### src/rtl/ham_fix_pkg.sv
// Shared geometry, types and syndrome position masks for the Hamming(15,11) decoder.
// Bit n of a ham_word_t is codeword position n; mask bit set means that position feeds the syndrome bit.
package ham_pkg;

    localparam int HAM_N = 15;
    localparam int HAM_K = 11;
    localparam int HAM_R = 4;

    typedef logic [15:1] ham_word_t;
    typedef logic [3:0]  ham_syn_t;

    // Position p contributes to syndrome bit i exactly when bit i of p is set
    localparam ham_word_t SYN_MASK0 = 15'h5555;
    localparam ham_word_t SYN_MASK1 = 15'h6666;
    localparam ham_word_t SYN_MASK2 = 15'h7878;
    localparam ham_word_t SYN_MASK3 = 15'h7F80;

endpackage

### src/rtl/ham_fix_if.sv
// Received/corrected codeword bundle; master is the link side, slave is the decoder.
// No handshake: a new codeword is presented every cycle.
interface ham_fix_if;
    import ham_pkg::*;

    ham_word_t ham;
    ham_word_t fixed;

    modport master (output ham, input fixed);
    modport slave  (input ham, output fixed);

endinterface

### src/rtl/ham_fix_syndrome.sv
// Combinational syndrome of a received Hamming(15,11) word; zero latency, no backpressure.
// A nonzero result is the position of the single flipped bit.
module ham_syndrome
    import ham_pkg::*;
(
    input  ham_word_t i_word,
    output ham_syn_t  o_syn
);

    assign o_syn[0] = ^(i_word & SYN_MASK0);
    assign o_syn[1] = ^(i_word & SYN_MASK1);
    assign o_syn[2] = ^(i_word & SYN_MASK2);
    assign o_syn[3] = ^(i_word & SYN_MASK3);

endmodule

### src/rtl/ham_fix.sv
// Hamming(15,11) single-error corrector: inverts the position addressed by the syndrome.
// One-cycle latency, one word per cycle, never stalls; double errors are miscorrected by design.
module ham_fix
    import ham_pkg::*;
(
    input  logic       clock,
    input  logic       reset,
    ham_fix_if.slave   bus
);

    ham_syn_t    w_syn;
    logic [15:0] w_onehot;
    ham_word_t   w_flip;
    ham_word_t   w_corr;
    ham_word_t   r_fixed;

    ham_syndrome u_syndrome (
        .i_word (bus.ham),
        .o_syn  (w_syn)
    );

    // Bit 0 of the decode is the "no error" slot and is dropped by the slice
    assign w_onehot = 16'd1 << w_syn;
    assign w_flip   = (w_syn == '0) ? '0 : w_onehot[15:1];
    assign w_corr   = bus.ham ^ w_flip;

    always_ff @(posedge clock or posedge reset) begin
        if (reset) begin
            r_fixed <= '0;
        end else begin
            r_fixed <= w_corr;
        end
    end

    assign bus.fixed = r_fixed;

endmodule

### src/flat_wrapper.sv
// flat-port wrapper written by rule: the top's interface ports become plain ports
module ham_fix_flat import ham_pkg::*;
  (clock, reset, bus_ham, bus_fixed);
  ham_fix_if bus_i ();
  input  logic clock;
  input  logic reset;
  input wire logic [$bits(bus_i.ham)-1:0] bus_ham;
  output wire logic [$bits(bus_i.fixed)-1:0] bus_fixed;
  assign bus_i.ham = bus_ham;
  assign bus_fixed = bus_i.fixed;
  ham_fix u_core (.clock(clock), .reset(reset), .bus(bus_i));
endmodule
### config.mk
export PLATFORM = sky130hd
export DESIGN_NAME = ham_fix_flat
export DESIGN_NICKNAME = d
export VERILOG_FILES = /design/src/rtl/ham_fix_pkg.sv /design/src/rtl/ham_fix_if.sv /design/src/rtl/ham_fix_syndrome.sv /design/src/rtl/ham_fix.sv /design/src/flat_wrapper.sv
export SDC_FILE = /design/constraint.sdc
export NUM_CORES = 1
export LEC_CHECK = 0
export BUFFER_PORTS_ARGS = -buffer_cell sky130_fd_sc_hd__buf_2
export CAP_MARGIN = 15
export CORE_MARGIN = 2
export CORE_UTILIZATION = 54
export DETAILED_ROUTE_END_ITERATION = 12
export PLACE_DENSITY = 0.9
export SLEW_MARGIN = 20
export SYNTH_ARGS = -nofsm -noshare
export SYNTH_HDL_FRONTEND = slang
export SYNTH_SLANG_ARGS = --single-unit
### constraint.sdc
create_clock -name clock -period 1.1 [get_ports clock]
set_input_delay 0.22 -clock clock [delete_from_list [all_inputs] [get_ports clock]]
set_output_delay 0.22 -clock clock [all_outputs]
set_load 0.005 [all_outputs]
==> results of run 1 <==
Yosys cell counts, drive strengths merged:
cell | count | share of area [%]
a211oi | 1 | 0.72
a31oi | 1 | 0.60
and3 | 1 | 0.72
dfrtp | 15 | 36
inv | 2 | 0.72
nand2 | 1 | 0.36
nand3b | 1 | 0.72
nor3 | 18 | 13
o22ai | 15 | 9.0
xnor2 | 26 | 26
xnor3 | 1 | 2.3
xor2 | 10 | 9.9
metrics by stage:
| step | util [%] | instances |
|---|---|---|
| after detailed placement | 80.64 | 168 |
| after global placement | 80.64 | 168 |
| after floorplan | - | 92 |
logic make-up after synthesis:
family / after synthesis
xor gates and xnor gates: 37
and+or+nand+nor: 21
AOI/OAI and AO/OA: 17
DFF: 15
buffers and inverters: 2
==> impl_metrics.ini, run 1 <==
[yosys]
synth_cells = 92
yosys.area_share.simple_pct = 14.34
ys_warn_count = 0
synth.mux.area_fraction_pct = 0
synth_compound_area_share_pct = 10.36
yosysUniqueCellTypes = 16
netlist_area_mm2 = 0.001038
synth_top_family_by_area = XOR/XNOR gates
synth-seq-cells = 15
ys_seq_area_share_pct = 36.14
synth_nets = 109
synth_xor_area_share_pct = 38.43
synthAdderAreaFrac_pct = 0
synth_area_per_cell_um2 = 11.29

[clock_tree]
htree_levels = 1
post_cts_resize_count = 51
cts_buffer_depth = 2
root_buffer = clkbuf_4
cts_hold_buf = 1
numClockSinks = 15
cts_buffers = 3
postCtsSetupBuffers = 1

[run_status]
status = stopped before the end
lastStage = clock tree synthesis (4_1_cts)
toolErrorMsg = [ERROR DPL-0038] Utilization greater than 100%, impossible to legalize

[floorplan]
pin_count = 32
die_width_um = 47.86
rows = 15
fp.dieH_um = 47.86
start_util_pct = 58.87

[place]
dp_slack_ps = -700.7
place.gp.congestion = 0.8609
port_buffers = 31
place_hpwl_mm = 2.264
post_dp_cell_area_mm2 = 0.001423
==> inputs of run 2 (changes only) <==
- CORE_AREA: unset -> 2 2 63 65
- CORE_MARGIN: 2 -> unset
- CORE_UTILIZATION: 54 -> unset
- DIE_AREA: unset -> 0 0 65 67
- PLACE_DENSITY: 0.9 -> unset
- PLACE_DENSITY_LB_ADDON: unset -> 0.15
==> run 2 against run 1 <==
The flow now finishes, with violations (setup timing). Area after synthesis stayed put. Synthesized cell count unchanged.
==> impl_metrics.ini, run 2 <==
[floorplan]
core_area_mm2 = 0.003606
start_util_pct = 28.80
die_area_mm2 = 0.004355
rows = 22
pin_count = 32
die_width_um = 65
fp.dieH_um = 67

[power_and_ir_drop]
p_sw_mw = 1.004
p_seq_share_pct = 25.6
switching_share_pct = 38.03
clockPowerShare_pct = 17.3
peakVddDrop_v = 0.0004638
power.internal_mw = 1.635
p_comb_share_pct = 57.1
p_leak_nw = 0.8914
power.density_mw_per_mm2 = 1279

[timing]
final.setup.tns_ps = -5047
worst_pin_slew_ps = 450.7
fmax_mhz = 674.0
fin_crit_ps = 1484
final.setup.worst_slack_ps = -383.7
rsz0062_at_grt = true
setup_violations = 15
drv_slew = 0
fin_crit_sh_pct = 134.9
max_slew_margin_pct = 69.81
finalHoldViolCount = 0

[detailed_routing]
post_drt_wl_per_cell_um = 15.55
drt_iter0_markers = 19
first_pass_iters = 4
vias_per_cell = 4.685
ant_nets = 0
vias = 951
wl_mm = 3.157
drc = 0

[layout]
fin_area_mm2 = 0.002063
final_common_cell = buf_4
largest_register_ffs = 15
final_nets = 173
fill_cells = 304
antenna_cells = 0
drive_gt1_share_pct = 69.68
final_cells = 203
synthToLayoutAreaGrowth_pct = 98.67
final_cell_mix = buf_4, buf_2, dfrtp_1

[worst_setup_path]
crit_required_ps = 1230
cp_max_fo = 4
critPathLaunchType = input pin
critical_path.endpoint_type = flip-flop
critical_path_class = input pin to flip-flop
arrival_ps = 1620

[yosys]
synth-seq-cells = 15
ys_seq_area_share_pct = 36.14
async_flop_share_pct = 100.0
synth.area.top_cells = dfrtp_1, xnor2_1, o22ai_1, nor3_2, xor2_1
yosys-top-cells-count = xnor2_1, dfrtp_1, o22ai_1, nor3_1
netlist.area_leader.share_pct = 36.14
synth_ff_type = dfrtp_1
synth_cells = 92
yosysUniqueCellTypes = 16
synth_enable_flop_cells = 0
synth_area_per_cell_um2 = 11.29
synth_area_leader_cell = dfrtp_1
netlist_area_mm2 = 0.001038
synth_nets = 109
ys_warn_count = 0
synthMostInstantiatedCell = xnor2_1

[global_route]
antenna_found_initial = 0
grt_usage_pct = 15.32
grt_pass1_vias = 1018
grt_max_degree = 16
grt_pass1_wl_mm = 4.892
grt_overflow = 0

[clock_tree]
cts_buffer_depth = 2
numClockSinks = 15
root_buffer = clkbuf_8
path_clk_slew_ps = 60
cts_tree = done
cts_buffers = 3
htree_levels = 1

[run_status]
status = finished, violations left
violations = setup timing

[place]
dp_cells = 192
dp_slack_ps = -741.9
place_hpwl_mm = 2.152
place.gp.congestion = 0.9382
port_buffers = 31
post_dp_cell_area_mm2 = 0.001459

[hold_path]
hold_class = input pin to flip-flop

[flow_run]
cap_violations = 0
[run 2: layout make-up]
cell class | count | area [um2] | share of cell area (%)
sequential | 15 | 375.4 | 18.19
multi-input combinational | 75 | 1124 | 54.46
inverter | 2 | 7.507 | 0.3639
clock buffer | 4 | 45.04 | 2.183
tap | 48 | 60.06 | 2.911
timing repair buffer | 59 | 451.7 | 21.89
[run 2: final timing paths]
kind / startpoint / to / slack [ps] / depth (start not counted)
max: bus_ham[8] / u_core.bus.fixed[9] / -380 / 6
min: bus_ham[6] / u_core.bus.fixed[6] / 190 / 2
max in group asynchronous: reset / u_core.bus.fixed[0] / 400 / 4
min in group asynchronous: reset / u_core.bus.fixed[13] / 510 / 4
[run 2: logic make-up after synthesis]
family | after synthesis | share of synthesized area [%]
simple gates | 21 | 14.34
compound gates | 17 | 10.36
flops | 15 | 36.14
xor+xnor | 37 | 38.43
buf+inv | 2 | 0.7232
[run 2: metrics by stage]
stage,hold slack [ps],total power [mW],utilization (%)
6_report,187.2,2.638,57.22
5_1_grt,179.7,2.802,57.22
4_1_cts,178.4,2.478,53.82
3_5_place_dp,239.9,1.663,40.46
3_3_place_gp,233.8,1.647,40.46
2_1_floorplan,121.5,1.283,-
[run 2: routing by layer]
layer | vias to the layer above | GRT usage, % | part of all wire [%]
met5 | - | 0 | 0
met4 | 0 | 10.64 | 4.0
met3 | 10 | 1.351 | 3.7
met2 | 25 | 27.58 | 55
met1 | 463 | 17.04 | 37
li1 | 453 | - | -
[run 2: power by group through the flow]
stage / clock network, mW / registers [mW] / logic [mW]
detailed placement: 0 / 0.686 / 0.977
global placement: 0 / 0.686 / 0.961
CTS: 0.469 / 0.676 / 1.33
finish: 0.457 / 0.676 / 1.51
global route: 0.511 / 0.682 / 1.61
floorplan: 0 / 0.703 / 0.580
[run 2: timing repair]
item / in CTS / in global routing
endpoints found under the hold margin: 15 / 0
buffers inserted: 5 / 2
setup endpoints to repair: 15 / 15
pin swaps: 18 / 15
hold buffers: 1 / 0
gates cloned: 0 / 0
gates resized for setup: 59 / 19
[run 2: worst max-delay path: stages]
cell and delay, ps:
buf_8 70, xnor3_2 520, xnor2_4 220, nor3_2 260, o22ai_1 170, xnor2_1 150
Note: power is estimated with default switching activity, not from simulation.
